**src/rtl/vga_board_painter_pkg.sv**
```systemverilog
// Shared types, colours and board geometry helpers for the tic-tac-toe painter.
package vga_board_pkg;

  typedef enum logic [1:0] {
    EMPTY = 2'd0,
    P1    = 2'd1,
    P2    = 2'd2
  } cell_t;

  typedef enum logic [1:0] {
    PLAY   = 2'd0,
    WIN_P1 = 2'd1,
    WIN_P2 = 2'd2,
    DRAW   = 2'd3
  } game_state_t;

  localparam int NUM_CELLS = 9;
  localparam int NUM_LINES = 8;

  localparam logic [23:0] RGB_BLACK     = 24'h000000;
  localparam logic [23:0] RGB_WIN_P1_BG = 24'h400000;
  localparam logic [23:0] RGB_WIN_P2_BG = 24'h000040;
  localparam logic [23:0] RGB_DRAW_BG   = 24'h404040;
  localparam logic [23:0] RGB_CURSOR    = 24'hFFFF00;
  localparam logic [23:0] RGB_GRID      = 24'hFFFFFF;
  localparam logic [23:0] RGB_P1        = 24'hFF0000;
  localparam logic [23:0] RGB_P2        = 24'h0000FF;
  localparam logic [23:0] RGB_EMPTY     = 24'h202020;

  // Winning line table: three 4-bit cell indices packed per line.
  function automatic logic [11:0] win_line(input int idx);
    case (idx)
      0:       win_line = {4'd0, 4'd1, 4'd2};
      1:       win_line = {4'd3, 4'd4, 4'd5};
      2:       win_line = {4'd6, 4'd7, 4'd8};
      3:       win_line = {4'd0, 4'd3, 4'd6};
      4:       win_line = {4'd1, 4'd4, 4'd7};
      5:       win_line = {4'd2, 4'd5, 4'd8};
      6:       win_line = {4'd0, 4'd4, 4'd8};
      default: win_line = {4'd2, 4'd4, 4'd6};
    endcase
  endfunction

  function automatic logic [1:0] cell_col(input logic [3:0] idx);
    case (idx)
      4'd0, 4'd3, 4'd6: cell_col = 2'd0;
      4'd1, 4'd4, 4'd7: cell_col = 2'd1;
      default:          cell_col = 2'd2;
    endcase
  endfunction

  function automatic logic [1:0] cell_row(input logic [3:0] idx);
    case (idx)
      4'd0, 4'd1, 4'd2: cell_row = 2'd0;
      4'd3, 4'd4, 4'd5: cell_row = 2'd1;
      default:          cell_row = 2'd2;
    endcase
  endfunction

  function automatic logic [3:0] cell_index(input logic [1:0] col, input logic [1:0] row);
    cell_index = ({2'b00, row} * 4'd3) + {2'b00, col};
  endfunction

endpackage

```
**src/rtl/vga_board_painter_if.sv**
```systemverilog
// Video stream between the VGA timing controller (master) and the painter (slave).
interface vga_board_painter_if;
  logic [9:0] posx;
  logic [9:0] posy;
  logic       h_sync;
  logic       v_sync;
  logic       blank_n;
  logic [7:0] red;
  logic [7:0] green;
  logic [7:0] blue;
  logic       h_sync_o;
  logic       v_sync_o;
  logic       blank_n_o;

  modport master (
    output posx, posy, h_sync, v_sync, blank_n,
    input  red, green, blue, h_sync_o, v_sync_o, blank_n_o
  );

  modport slave (
    input  posx, posy, h_sync, v_sync, blank_n,
    output red, green, blue, h_sync_o, v_sync_o, blank_n_o
  );
endinterface

```
**src/rtl/vga_board_painter_win_check.sv**
```systemverilog
// Combinational win / full detection over a 3x3 board.
module board_win_check
  import vga_board_pkg::*;
(
  input  cell_t cells [NUM_CELLS],
  output logic  win_p1,
  output logic  win_p2,
  output logic  full
);

  // Scan the eight lines for a uniform owner, and every cell for occupancy.
  always_comb begin
    logic [11:0] trip;
    trip   = '0;
    win_p1 = 1'b0;
    win_p2 = 1'b0;
    full   = 1'b1;
    for (int l = 0; l < NUM_LINES; l++) begin
      trip = win_line(l);
      if (cells[trip[11:8]] == P1 && cells[trip[7:4]] == P1 && cells[trip[3:0]] == P1)
        win_p1 = 1'b1;
      if (cells[trip[11:8]] == P2 && cells[trip[7:4]] == P2 && cells[trip[3:0]] == P2)
        win_p2 = 1'b1;
    end
    for (int i = 0; i < NUM_CELLS; i++) begin
      if (cells[i] == EMPTY) full = 1'b0;
    end
  end

endmodule

```
**src/rtl/vga_board_painter.sv**
```systemverilog
// Tic-tac-toe pixel painter: game FSM driven by two buttons plus a 2-clk render
// pipeline. Optional macro CURSOR_BLINK_EN blinks the cursor border on a
// 5-bit frame counter clocked by v_sync falling edges.
module vga_board_painter
  import vga_board_pkg::*;
#(
  parameter int BOARD_X0 = 80,
  parameter int BOARD_Y0 = 0,
  parameter int CELL     = 160,
  parameter int LINE_W   = 4
) (
  input  logic                      clk,
  input  logic                      rst,
  vga_board_painter_if.slave        vid,
  input  logic                      btn_next,
  input  logic                      btn_mark,
  output logic [1:0]                game_state,
  output logic                      turn
);

  // 11-bit geometry so board extents never wrap against 10-bit coordinates.
  localparam logic [10:0] X_B0   = 11'(BOARD_X0);
  localparam logic [10:0] X_B1   = 11'(BOARD_X0 + CELL);
  localparam logic [10:0] X_B2   = 11'(BOARD_X0 + 2 * CELL);
  localparam logic [10:0] X_END  = 11'(BOARD_X0 + 3 * CELL);
  localparam logic [10:0] Y_B0   = 11'(BOARD_Y0);
  localparam logic [10:0] Y_B1   = 11'(BOARD_Y0 + CELL);
  localparam logic [10:0] Y_B2   = 11'(BOARD_Y0 + 2 * CELL);
  localparam logic [10:0] Y_END  = 11'(BOARD_Y0 + 3 * CELL);
  localparam logic [10:0] LW     = 11'(LINE_W);
  localparam logic [10:0] LW_FAR = 11'(CELL - LINE_W);

  // ---------------- game state ----------------
  logic        btn_next_q, btn_mark_q;
  logic        next_edge, mark_edge;
  game_state_t state_q, state_d;
  cell_t       cells_q [NUM_CELLS];
  cell_t       cells_d [NUM_CELLS];
  logic [3:0]  cursor_q, cursor_d;
  logic        turn_q, turn_d;
  logic        win_p1, win_p2, full;
  logic        cursor_vis;

  assign next_edge = btn_next & ~btn_next_q;
  assign mark_edge = btn_mark & ~btn_mark_q;

  // Button history; reset high so a button held through reset gives no edge.
  always_ff @(posedge clk) begin
    if (rst) begin
      btn_next_q <= 1'b1;
      btn_mark_q <= 1'b1;
    end else begin
      btn_next_q <= btn_next;
      btn_mark_q <= btn_mark;
    end
  end

  // Game registers: state, board, cursor and whose turn it is.
  always_ff @(posedge clk) begin
    if (rst) begin
      state_q  <= PLAY;
      cursor_q <= 4'd0;
      turn_q   <= 1'b0;
      for (int i = 0; i < NUM_CELLS; i++) cells_q[i] <= EMPTY;
    end else begin
      state_q  <= state_d;
      cursor_q <= cursor_d;
      turn_q   <= turn_d;
      for (int i = 0; i < NUM_CELLS; i++) cells_q[i] <= cells_d[i];
    end
  end

  // Board update: mark uses the pre-move cursor, then next advances it.
  always_comb begin
    cursor_d = cursor_q;
    turn_d   = turn_q;
    for (int i = 0; i < NUM_CELLS; i++) cells_d[i] = cells_q[i];
    if (state_q == PLAY) begin
      if (mark_edge && cells_q[cursor_q] == EMPTY) begin
        cells_d[cursor_q] = turn_q ? P2 : P1;
        turn_d            = ~turn_q;
      end
      if (next_edge) cursor_d = (cursor_q == 4'd8) ? 4'd0 : cursor_q + 4'd1;
    end else if (mark_edge) begin
      for (int i = 0; i < NUM_CELLS; i++) cells_d[i] = EMPTY;
      cursor_d = 4'd0;
      turn_d   = 1'b0;
    end
  end

  // Judge the board as it will look after this cycle's write.
  board_win_check u_win (
    .cells  (cells_d),
    .win_p1 (win_p1),
    .win_p2 (win_p2),
    .full   (full)
  );

  // Next-state: win beats draw; finished games wait for a mark to restart.
  always_comb begin
    state_d = state_q;
    case (state_q)
      PLAY: begin
        if (win_p1)      state_d = WIN_P1;
        else if (win_p2) state_d = WIN_P2;
        else if (full)   state_d = DRAW;
      end
      default: begin
        if (mark_edge) state_d = PLAY;
      end
    endcase
  end

  assign game_state = state_q;
  assign turn       = turn_q;

`ifdef CURSOR_BLINK_EN
  logic [4:0] frame_cnt_q;
  logic       v_sync_hist_q;

  // Count frames on v_sync falling edges to pace the cursor blink.
  always_ff @(posedge clk) begin
    if (rst) begin
      frame_cnt_q   <= 5'd0;
      v_sync_hist_q <= 1'b1;
    end else begin
      v_sync_hist_q <= vid.v_sync;
      if (v_sync_hist_q && !vid.v_sync) frame_cnt_q <= frame_cnt_q + 5'd1;
    end
  end

  assign cursor_vis = ~frame_cnt_q[4];
`else
  assign cursor_vis = 1'b1;
`endif

  // ---------------- stage 1: geometry ----------------
  logic [10:0] x_s0, y_s0, xoff_s0, yoff_s0;
  logic [1:0]  col_s0, row_s0;
  logic        in_board_s0, on_grid_s0, on_cursor_s0;
  logic [3:0]  cell_idx_s0;

  // Locate the pixel: cell by comparisons against boundaries, offset within cell.
  always_comb begin
    x_s0        = {1'b0, vid.posx};
    y_s0        = {1'b0, vid.posy};
    in_board_s0 = (x_s0 >= X_B0) && (x_s0 < X_END) && (y_s0 >= Y_B0) && (y_s0 < Y_END);
    if (x_s0 < X_B1) begin
      col_s0  = 2'd0;
      xoff_s0 = x_s0 - X_B0;
    end else if (x_s0 < X_B2) begin
      col_s0  = 2'd1;
      xoff_s0 = x_s0 - X_B1;
    end else begin
      col_s0  = 2'd2;
      xoff_s0 = x_s0 - X_B2;
    end
    if (y_s0 < Y_B1) begin
      row_s0  = 2'd0;
      yoff_s0 = y_s0 - Y_B0;
    end else if (y_s0 < Y_B2) begin
      row_s0  = 2'd1;
      yoff_s0 = y_s0 - Y_B1;
    end else begin
      row_s0  = 2'd2;
      yoff_s0 = y_s0 - Y_B2;
    end
    // Grid lines only at internal boundaries; the outer frame stays undrawn.
    on_grid_s0   = ((col_s0 != 2'd0) && (xoff_s0 < LW)) ||
                   ((row_s0 != 2'd0) && (yoff_s0 < LW));
    on_cursor_s0 = (col_s0 == cell_col(cursor_q)) && (row_s0 == cell_row(cursor_q)) &&
                   ((xoff_s0 < LW) || (xoff_s0 >= LW_FAR) ||
                    (yoff_s0 < LW) || (yoff_s0 >= LW_FAR));
    cell_idx_s0  = cell_index(col_s0, row_s0);
  end

  logic       h_sync_p1_q, v_sync_p1_q, blank_n_p1_q;
  logic       in_board_p1_q, on_grid_p1_q, on_cursor_p1_q;
  logic [3:0] cell_idx_p1_q;

  // Stage 1 register: syncs plus classified pixel.
  always_ff @(posedge clk) begin
    if (rst) begin
      h_sync_p1_q    <= 1'b1;
      v_sync_p1_q    <= 1'b1;
      blank_n_p1_q   <= 1'b0;
      in_board_p1_q  <= 1'b0;
      on_grid_p1_q   <= 1'b0;
      on_cursor_p1_q <= 1'b0;
      cell_idx_p1_q  <= 4'd0;
    end else begin
      h_sync_p1_q    <= vid.h_sync;
      v_sync_p1_q    <= vid.v_sync;
      blank_n_p1_q   <= vid.blank_n;
      in_board_p1_q  <= in_board_s0;
      on_grid_p1_q   <= on_grid_s0;
      on_cursor_p1_q <= on_cursor_s0;
      cell_idx_p1_q  <= cell_idx_s0;
    end
  end

  // ---------------- stage 2: colour ----------------
  logic [23:0] rgb_p1;

  // Colour priority: blank, background, cursor border, grid, cell contents.
  always_comb begin
    rgb_p1 = RGB_BLACK;
    if (!blank_n_p1_q) begin
      rgb_p1 = RGB_BLACK;
    end else if (!in_board_p1_q) begin
      case (state_q)
        PLAY:    rgb_p1 = RGB_BLACK;
        WIN_P1:  rgb_p1 = RGB_WIN_P1_BG;
        WIN_P2:  rgb_p1 = RGB_WIN_P2_BG;
        default: rgb_p1 = RGB_DRAW_BG;
      endcase
    end else if (on_cursor_p1_q && (state_q == PLAY) && cursor_vis) begin
      rgb_p1 = RGB_CURSOR;
    end else if (on_grid_p1_q) begin
      rgb_p1 = RGB_GRID;
    end else begin
      case (cells_q[cell_idx_p1_q])
        P1:      rgb_p1 = RGB_P1;
        P2:      rgb_p1 = RGB_P2;
        default: rgb_p1 = RGB_EMPTY;
      endcase
    end
  end

  logic [23:0] rgb_p2_q;
  logic        h_sync_p2_q, v_sync_p2_q, blank_n_p2_q;

  // Stage 2 register: colour and syncs leave aligned.
  always_ff @(posedge clk) begin
    if (rst) begin
      rgb_p2_q     <= RGB_BLACK;
      h_sync_p2_q  <= 1'b1;
      v_sync_p2_q  <= 1'b1;
      blank_n_p2_q <= 1'b0;
    end else begin
      rgb_p2_q     <= rgb_p1;
      h_sync_p2_q  <= h_sync_p1_q;
      v_sync_p2_q  <= v_sync_p1_q;
      blank_n_p2_q <= blank_n_p1_q;
    end
  end

  assign vid.red       = rgb_p2_q[23:16];
  assign vid.green     = rgb_p2_q[15:8];
  assign vid.blue      = rgb_p2_q[7:0];
  assign vid.h_sync_o  = h_sync_p2_q;
  assign vid.v_sync_o  = v_sync_p2_q;
  assign vid.blank_n_o = blank_n_p2_q;

endmodule
```
**src/flat_wrapper.sv**
```systemverilog
// flat-port wrapper written by rule: the top's interface ports become plain ports
module vga_board_painter_flat import vga_board_pkg::*;
#(
  parameter int BOARD_X0 = 80,
  parameter int BOARD_Y0 = 0,
  parameter int CELL     = 160,
  parameter int LINE_W   = 4
)
  (clk, rst, btn_next, btn_mark, game_state, turn, vid_posx, vid_posy, vid_h_sync, vid_v_sync, vid_blank_n, vid_red, vid_green, vid_blue, vid_h_sync_o, vid_v_sync_o, vid_blank_n_o);
  vga_board_painter_if vid_i ();
  input  logic clk;
  input  logic rst;
  input  logic btn_next;
  input  logic btn_mark;
  output logic [1:0] game_state;
  output logic turn;
  input wire logic [$bits(vid_i.posx)-1:0] vid_posx;
  input wire logic [$bits(vid_i.posy)-1:0] vid_posy;
  input wire logic [$bits(vid_i.h_sync)-1:0] vid_h_sync;
  input wire logic [$bits(vid_i.v_sync)-1:0] vid_v_sync;
  input wire logic [$bits(vid_i.blank_n)-1:0] vid_blank_n;
  output wire logic [$bits(vid_i.red)-1:0] vid_red;
  output wire logic [$bits(vid_i.green)-1:0] vid_green;
  output wire logic [$bits(vid_i.blue)-1:0] vid_blue;
  output wire logic [$bits(vid_i.h_sync_o)-1:0] vid_h_sync_o;
  output wire logic [$bits(vid_i.v_sync_o)-1:0] vid_v_sync_o;
  output wire logic [$bits(vid_i.blank_n_o)-1:0] vid_blank_n_o;
  assign vid_i.posx = vid_posx;
  assign vid_i.posy = vid_posy;
  assign vid_i.h_sync = vid_h_sync;
  assign vid_i.v_sync = vid_v_sync;
  assign vid_i.blank_n = vid_blank_n;
  assign vid_red = vid_i.red;
  assign vid_green = vid_i.green;
  assign vid_blue = vid_i.blue;
  assign vid_h_sync_o = vid_i.h_sync_o;
  assign vid_v_sync_o = vid_i.v_sync_o;
  assign vid_blank_n_o = vid_i.blank_n_o;
  vga_board_painter #(.BOARD_X0(BOARD_X0), .BOARD_Y0(BOARD_Y0), .CELL(CELL), .LINE_W(LINE_W)) u_core (.clk(clk), .rst(rst), .vid(vid_i), .btn_next(btn_next), .btn_mark(btn_mark), .game_state(game_state), .turn(turn));
endmodule
```
**config.mk**
```make
export PLATFORM = sky130hd
export DESIGN_NAME = vga_board_painter_flat
export DESIGN_NICKNAME = d
export VERILOG_FILES = /design/src/rtl/vga_board_painter_pkg.sv /design/src/rtl/vga_board_painter_if.sv /design/src/rtl/vga_board_painter_win_check.sv /design/src/rtl/vga_board_painter.sv /design/src/flat_wrapper.sv
export SDC_FILE = /design/constraint.sdc
export NUM_CORES = 1
export LEC_CHECK = 0
export CORE_MARGIN = 3
export CORE_UTILIZATION = 35
export DETAILED_ROUTE_END_ITERATION = 7
export SLEW_MARGIN = 20
export SYNTH_ARGS = -nofsm -noshare
export SYNTH_HDL_FRONTEND = slang
export SYNTH_SLANG_ARGS = --single-unit
export TNS_END_PERCENT = 30
```
**constraint.sdc**
```tcl
create_clock -name clk -period 3.13 [get_ports clk]
set_input_delay 0.4695 -clock clk [delete_from_list [all_inputs] [get_ports clk]]
set_output_delay 0.4695 -clock clk [all_outputs]
set_load 0.01 [all_outputs]
```
==> metrics.cfg, run 1 <==
[global_routing]
grt_max_degree=40
grt_pass1_vias=3575
antenna_found_initial=0
grt_overflow=0
grt_pass1_wl_mm=17.9
grt_util_all_layers_pct=18.9

[placement]
placed_area_sq_mm=0.00464
portBuffers=54
dp_hpwl_mm=8.72
globalplace.congestion=1.00

[finish]
design_area_sq_mm=0.00481
diodes=0
multi_input_area_sq_mm=0.00247
fill_cells=1038
fin_nets=600
final-seq-area_sq_mm=0.00108
drive_above_1_share_pct=17.1
syn_to_final_growth_pct=28.0
post-route-util_pct=46.4

[logic_synthesis]
yosysSeqAreaShare_pct=28.7
ys_types=72
synth_top_area_share_pct=28.7
synth_area_sq_mm=0.00376
synth_edf_count=0
synth_area_leaders=dfxtp_1 (29%), nor2_1 (6.9%), ha_1 (5.7%)
avgSynthCellArea_sq_um=7.87
synth_top_cell_by_area=dfxtp_1
synthCells=478
syn-num-nets=524
async_reset_ff_share_pct=0
synth_flop_cell=dfxtp_1
ys_seq_elements=54
ys_warn_count=0

[clock_network]
clkSlewWorstSetupHoldPaths_ps=110
cts_hold_buffers=0
clockRootBuffer=clkbuf_8
numCtsBuffers=5
clock-sinks=54
cts.htree.levels=2
clock_path_buffers=2
clk_latency_ps=320
cts_tree=built

[routing]
drc_errors=0
drt-vias-per-instance=5.54
vias=3830
wl_mm=11.2
first_pass_iters=4
drt.antenna.violating_nets=0
wl_per_cell_um=16.2
drtIter0Drc=234

[floorplanning]
dieArea_sq_mm=0.0120
ios=57
fp-row-count=37
start_util_pct=36.3
core-area_sq_mm=0.0104
fp.dieW_um=110
die_y_um=110

[sta]
slew_viol_final=0
period_needed_ps=2980
tightest_slew_ps=539
finalClockSkew_ps=19.3
max_freq_mhz=336
whs_ps=423
relSlewSlack_pct=64.0
min_period_over_period_pct=95.1
setup_viol=0
hold_violations=0
fin_tns_setup_ps=0

[critical_path]
critPathMaxFanout=9
critPathArrivalTime_ps=3240
crit_required_ps=3390
crit_type=register to register
worstSetupEndpointType=register
worstSetupStartpointType=register

[pwr]
powerDensity_mw_per_mm2=291
p_total_mw=1.40
leakagePower_nw=1.87
ir_drop_mv=0.187

[flow_run]
drv_cap=0

[min_path]
hold_class=register to register

[status]
outcome=complete, no violations

metal layers:
metal,track usage (%),vias to the layer above,share of wire [%]
met5,0,-,0
li1,-,1869,-
met4,6.41,0,2.6
met2,31.0,135,48
met3,2.76,23,5.4
met1,25.2,1803,44
area by class of cell:
cell class	instances	share of cell area, %
multi-input cells	365	51.3
flip-flops and latches	54	22.5
repair buffers	104	19.0
well taps	136	3.54
inverters	24	1.87
clock buffers	6	1.51
clock inverters	2	0.338
synthesized netlist by cell type, types with 3 or more instances:
master / count
o2bb2ai_1: 3
nor2b_1: 13
nor2_1: 69
nor3_1: 12
nor4_1: 4
or2_1: 8
ha_1: 17
nor3b_1: 5
a21oi_1: 35
mux2i_1: 6
o211ai_1: 6
mux4_2: 6
a32oi_1: 3
a41oi_1: 3
o31ai_1: 4
dfxtp_1: 54
clkbuf_1: 17
nand4b_1: 4
a22o_1: 3
buf_4: 15
or2_2: 10
nand2b_1: 4
a22oi_1: 3
nand3_1: 15
o21ai_0: 14
nand2_1: 40
and2_1: 3
o32ai_1: 7
inv_1: 24
a21o_1: 4
a31oi_1: 8
timing repair:
item	4_1_cts	5_1_grt
resized for setup	0	13
buffers inserted	0	1
endpoints found under the setup margin	0	2
report_power, final:
part,internal (mW),switching (mW)
registers,0.704,0.0150
clock network,0.161,0.241
logic,0.134,0.147
stage by stage:
stage | std cells | worst slack [ps]
final | 691 | 152
after global routing | 691 | -34.3
after CTS | 690 | 91.0
after detailed placement | 682 | -10.3
after global placement | 682 | 31.2
after floorplan | 478 | 454
cells by family (layout without fill, tap and decap cells):
group | count (synthesis) | count (layout) | share of synthesized area (%)
XOR/XNOR | 1 | 1 | 0.233
adder cells (fa/ha/maj) | 19 | 19 | 6.72
buffers and inverters | 59 | 136 | 7.59
multiplexers | 13 | 13 | 5.49
AND/OR/NAND/NOR | 201 | 201 | 26.3
flip-flops | 54 | 54 | 28.7
AO/OA/AOI/OAI | 131 | 131 | 25.0
worst paths after layout:
path                        start              endpoint  slack, ps  depth (start not counted)
max          u_core.cells_q[5][1]  u_core.game_state[1]        150                         10
min            u_core.v_sync_p1_q   u_core.vid.v_sync_o        420                          1
max reg2reg  u_core.cells_q[5][1]  u_core.game_state[1]        150                         10
min reg2reg    u_core.v_sync_p1_q   u_core.vid.v_sync_o        420                          1
cells in the final DEF, fill, tap and decap left out, types with 3 or more instances in the layout:
cell type	synthesis	layout
a21o_1	4	4
a21oi_1	35	35
a22o_1	3	3
a22oi_1	3	3
a31oi_1	8	7
a41oi_1	3	3
and2_1	3	3
buf_4	15	50
clkbuf_8	0	5
clkdlybuf4s50_1	0	54
dfxtp_1	54	54
ha_1	17	17
inv_1	24	24
mux2i_1	6	6
mux4_2	6	6
nand2_1	40	40
nand2b_1	4	4
nand3_1	15	15
nand4b_1	4	4
nor2_1	69	69
nor2b_1	13	13
nor3_1	12	10
nor3_2	2	4
nor3b_1	5	5
nor4_1	4	3
o211ai_1	6	6
o21ai_0	14	14
o2bb2ai_1	3	3
o31ai_1	4	4
o32ai_1	7	5
or2_1	8	8
or2_2	10	10
worst max-delay path: stages (launching register included):
cell and delay (ps):
dfxtp_1 340, or2_1 260, mux4_2 540, o221a_2 360, buf_4 210, o311ai_4 300, o2111a_1 210, o2111ai_1 140
nor3_2 230, nand4b_1 160, a32o_1 160
(Power assumes the default switching activity.)
==> inputs of run 2 (changes only) <==
Settings changed: GPL_ROUTABILITY_DRIVEN from default to 0.
==> metrics.cfg, run 2 (synthesized netlist as in run 1, its figures left out) <==
[critical_path]
cp_cell_sequence=or2_1 -> mux4_2 -> o221ai_1 -> buf_4 -> o21ai_0 -> a32oi_2 -> a22o_1 -> nor3_2 -> nand4b_1 -> a32o_1
worstSetupEndpointType=register
critPathMaxFanout=11  ; +2
crit_slowest_cell=mux4_2
path_buf_inv=1  ; unchanged
critPathArrivalTime_ps=3280  ; +40 ps
worstSetupStartpointType=register
critPathTopFamily=compound AO/OA/AOI/OAI gates
critPathMaxStageDelay_ps=550  ; about the same
crit_type=register to register
crit_required_ps=3340  ; -50 ps

[finish]
drive_above_1_share_pct=15.5  ; -1.6 points
fin_nets=594  ; -1.0%
layout_commonest_cell=nor2_1
syn_to_final_growth_pct=26.3
fill_cells=1027  ; -1.1%
layout_common_cells=nor2_1 (69), dfxtp_1 (54), clkdlybuf4s50_1 (54)
diodes=0  ; unchanged

[routing]
wl_mm=10.8  ; -3.3%
vias=3809  ; -0.55%
drt-vias-per-instance=5.56  ; +0.32%
drt.antenna.violating_nets=0  ; unchanged
drtIter0Drc=256  ; +9.4%
first_pass_iters=5  ; +1
wl_per_cell_um=15.8  ; -2.4%
drc_errors=0  ; unchanged

[floorplanning]
fp.dieW_um=110  ; unchanged
dieArea_sq_mm=0.0120  ; unchanged
die_y_um=110  ; unchanged
core-area_sq_mm=0.0104  ; unchanged
fp-row-count=37  ; unchanged
start_util_pct=36.3  ; unchanged
ios=57  ; unchanged

[sta]
relSlewSlack_pct=61.8  ; -2.2 points
period_needed_ps=3070  ; +89.0 ps
min_period_over_period_pct=98.0  ; +2.8 points
max_freq_mhz=326  ; -2.9%
slew_viol_final=0  ; unchanged
fin_tns_setup_ps=0  ; unchanged
hold_violations=0  ; unchanged
setup_viol=0  ; unchanged
setup_ws_ps=63.0  ; -89.0 ps
finalClockSkew_ps=15.4  ; -3.88 ps
tightest_slew_ps=571  ; +31.7 ps

[flow_run]
drv_cap=0  ; unchanged

[global_routing]
grt_pass1_vias=3674  ; +2.8%
antenna_found_initial=0  ; unchanged
grt_pass1_wl_mm=17.7  ; -1.6%
grt_util_all_layers_pct=18.5  ; -0.39 points
grt_max_degree=40  ; unchanged
grt_overflow=0  ; unchanged

[clock_network]
cts_tree=built
clk_latency_ps=320  ; about the same
cts.htree.levels=2  ; unchanged
numCtsBuffers=5  ; unchanged
clockRootBuffer=clkbuf_8
cts_hold_buffers=0  ; unchanged
clock-sinks=54  ; unchanged
clkSlewWorstSetupHoldPaths_ps=100  ; about the same
clock_path_buffers=2  ; unchanged

[placement]
dp_hpwl_mm=8.39  ; -3.8%
place_ws_ps=-53.5  ; -43.2 ps
portBuffers=54  ; unchanged

[pwr]
powerDensity_mw_per_mm2=299  ; +2.7%
p_total_mw=1.42  ; +1.3%
ir_drop_mv=0.156  ; -16%
leakagePower_nw=1.84  ; -1.5%

[min_path]
hold_class=register to register

[status]
outcome=complete, no violations

## run 2: cell types whose count changed in the layout (fill, tap and decap cells not counted), sizes merged
cell,before,now
buf,50,44
clkbuf,6,7
clkinvlp,1,0
## run 2: final cells by class
class / count / area [sq um] / share of cell area, %
clock buffers: 7 / 86.3 / 1.82
clock inverters: 1 / 8.76 / 0.184
inverters: 24 / 90.1 / 1.90
multi-input cells: 365 / 2430 / 51.2
flip-flops and latches: 54 / 1080 / 22.8
well taps: 136 / 170 / 3.58
repair buffers: 98 / 883 / 18.6
## run 2: timing repair
action | 4_1_cts | 5_1_grt
buffers inserted | 0 | 0
gates resized for setup | 1 | 5
endpoints found under the setup margin | 1 | 2
cloned | 0 | 0
## run 2: final timing paths
path	start	endpoint	slack, ps	cells past startpoint
min reg2reg	u_core.v_sync_p1_q	u_core.vid.v_sync_o	420	1
max	u_core.cells_q[3][1]	u_core.game_state[1]	60	10
min	u_core.v_sync_p1_q	u_core.vid.v_sync_o	420	1
max reg2reg	u_core.cells_q[3][1]	u_core.game_state[1]	60	10
## run 2: where the power goes
group          total (mW)  switching [mW]  internal [mW]
sequential          0.718          0.0141          0.704
combinational       0.281           0.146          0.135
clock               0.422           0.238          0.184
total                1.42           0.398           1.02
## run 2: per-layer routing
| metal | global-route usage (%) | share of wire (%) | routed length [um] |
|---|---|---|---|
| met5 | 0 | 0 | 0 |
| met3 | 2.29 | 6.6 | 716 |
| met4 | 6.77 | 2.4 | 261 |
| met1 | 23.4 | 42 | 4560 |
| met2 | 32.1 | 49 | 5280 |
## run 2: stage by stage
stage | instances | cell area, sq um | utilization, % | hold WS [ps]
6_report | 685 | 4750 | 45.8 | 419
5_1_grt | 685 | 4750 | 45.8 | 435
4_1_cts | 685 | 4720 | 45.5 | 425
3_5_place_dp | 677 | 4620 | 44.5 | 398
3_3_place_gp | 677 | 4620 | 44.5 | 393
2_1_floorplan | 478 | 3760 | - | 389
==> inputs of run 3 (changes only) <==
Settings changed: SLEW_MARGIN 20 to 40.
Clock period 3.13 ns to 3.7 ns, I/O delays scaled along.
==> metrics.cfg, run 3 (synthesized netlist as in run 1, its figures left out) <==
[routing]
vias=3712  ; -2.5%
drc_errors=0  ; unchanged
wl_per_cell_um=15.5  ; -1.8%
drt-vias-per-instance=5.68  ; +2.1%
drt.antenna.violating_nets=0  ; unchanged
drtIter0Drc=205  ; -20%
first_pass_iters=5  ; unchanged
wl_mm=10.1  ; -6.2%

[critical_path]
worstSetupEndpointType=register
cp_cell_sequence=or2_1 -> mux4_2 -> o221ai_1 -> o21ai_0 -> a32oi_1 -> nor4_1 -> o211ai_1 -> nand4b_1 -> a32o_1
crit_required_ps=3920  ; +580 ps
crit_type=register to register
r2r_cells=9  ; -1
critPathArrivalTime_ps=3690  ; +410 ps
reg2reg_from=u_core.cells_q[4][1]
worstSetupStartpointType=register
r2r_setup_slack_ps=230  ; +170 ps
critPathLaunch=u_core.cells_q[4][1]
crit_slowest_cell=a32oi_1
critPathTopFamily=compound AO/OA/AOI/OAI gates
r2r_end=u_core.game_state[1]
path_buf_inv=0  ; -1
critPathMaxFanout=6  ; -5
critPathMaxStageDelay_ps=630  ; +80 ps

[min_path]
hold_start=u_core.v_sync_p1_q
hold_end=u_core.vid.v_sync_o
hold_class=register to register
hold_path_depth=1  ; unchanged

[floorplanning]
core-area_sq_mm=0.0104  ; unchanged
start_util_pct=36.3  ; unchanged
die_y_um=110  ; unchanged
fp-row-count=37  ; unchanged
dieArea_sq_mm=0.0120  ; unchanged
fp.dieW_um=110  ; unchanged
ios=57  ; unchanged

[pwr]
p_clk_share_pct=30.2  ; +0.5 points
switching_share_pct=29.2  ; +1.2 points
leakagePower_nw=1.68  ; -8.7%
internal_power_mw=0.835  ; -18%
powerDensity_mw_per_mm2=264  ; -12%
combPwrFrac_pct=17.9  ; -1.9 points
power.net_switching_mw=0.344  ; -14%
ir_drop_mv=0.137  ; -12%
pwr-share-seq_pct=51.9  ; +1.4 points

[finish]
fill_cells=1079  ; +5.1%
layout_common_cells=nor2_1 (69), dfxtp_1 (54), clkdlybuf4s50_1 (54)
layout_commonest_cell=nor2_1
fin_nets=563  ; -5.2%
drive_above_1_share_pct=9.65  ; -5.8 points
syn_to_final_growth_pct=18.9
final_cells=654  ; -4.5%
diodes=0  ; unchanged

[global_routing]
grtUsageMet1_pct=22.8  ; -0.58 points
grt_max_degree=40  ; unchanged
antenna_found_initial=0  ; unchanged
use_met3_pct=2.82  ; +0.53 points
grt_pass1_vias=3473  ; -5.5%
grt_overflow=0  ; unchanged
grt_use_met2_pct=29.7  ; -2.4 points
grt_util_all_layers_pct=17.8  ; -0.71 points
grt_pass1_wl_mm=17.1  ; -2.9%
busiest_layer=met2

[clock_network]
numCtsBuffers=5  ; unchanged
clockRootBuffer=clkbuf_8
clkSlewWorstSetupHoldPaths_ps=120  ; +20 ps
cts_hold_buffers=0  ; unchanged
ctsResizeCount=0  ; -1
clock-sinks=54  ; unchanged
postCtsSetupBuffers=0  ; unchanged
clk_latency_ps=320  ; about the same
cts.htree.levels=2  ; unchanged
clock_path_buffers=2  ; unchanged
cts_tree=built

[placement]
dp_hpwl_mm=7.87  ; -6.3%
dp_cells=646  ; -4.6%
portBuffers=54  ; unchanged

[flow_run]
drv_cap=0  ; unchanged

[sta]
tightest_slew_ps=740  ; +170 ps
slew_viol_final=0  ; unchanged
hold_violations=0  ; unchanged
setup_viol=0  ; unchanged
min_period_over_period_pct=93.8  ; -4.2 points
period_needed_ps=3470  ; +404 ps
fin_tns_setup_ps=0  ; unchanged
max_freq_mhz=288  ; -12%
rsz0062_at_grt=no
relSlewSlack_pct=50.6  ; -11 points
finalClockSkew_ps=18.1  ; +2.68 ps

[status]
outcome=complete, no violations

[run 3: worst max path at each step]
stage / slack (ps) / end / cells past startpoint
after floorplan: 940 / register / 10
after global placement: 330 / register / 10
after detailed placement: 290 / register / 10
after CTS: 320 / u_core.game_state[1] / 9
after global routing: 70 / u_core.game_state[1] / 9
final: 230 / u_core.game_state[1] / 9
[run 3: power groups by stage]
stage | clock network, mW | logic [mW] | registers (mW)
3_5_place_dp | 0 | 0.211 | 0.625
3_3_place_gp | 0 | 0.205 | 0.625
5_1_grt | 0.394 | 0.236 | 0.615
2_1_floorplan | 0 | 0.138 | 0.621
6_report | 0.356 | 0.212 | 0.612
4_1_cts | 0.370 | 0.211 | 0.612
[run 3: through the flow]
| stage | cell area, sq um | power [mW] | setup slack, ps | hold WS, ps | util (%) |
|---|---|---|---|---|---|
| 4_1_cts | 4470 | 1.19 | 316 | 427 | 43.1 |
| 3_5_place_dp | 4370 | 0.835 | 288 | 398 | 42.2 |
| 6_report | 4470 | 1.18 | 229 | 421 | 43.1 |
| 2_1_floorplan | 3760 | 0.759 | 939 | 389 | - |
| 5_1_grt | 4470 | 1.25 | 65.2 | 432 | 43.1 |
| 3_3_place_gp | 4370 | 0.830 | 331 | 394 | 42.2 |
[run 3: final cells by class]
class / instances / area, sq um / share of cell area (%)
multi-input combinational: 365 / 2390 / 53.6
clock buffer: 5 / 68.8 / 1.54
tap: 136 / 170 / 3.81
sequential: 54 / 1080 / 24.2
timing repair buffer: 67 / 638 / 14.3
clock inverter: 3 / 28.8 / 0.644
inverter: 24 / 90.1 / 2.01
[run 3: worst register-to-register path, delay by kind of cell (launching register included)]
| kind | cells | cell delay (ps) |
|---|---|---|
| compound gates | 5 | 1950 |
| mux | 1 | 510 |
| simple gates | 3 | 550 |
| flops | 1 | 370 |
[run 3: routing by layer]
| metal | routed length [um] | vias up |
|---|---|---|
| met3 | 606 | 30 |
| met1 | 4460 | 1746 |
| met2 | 4760 | 130 |
| met5 | 0 | - |
| met4 | 324 | 0 |
| li1 | - | 1806 |
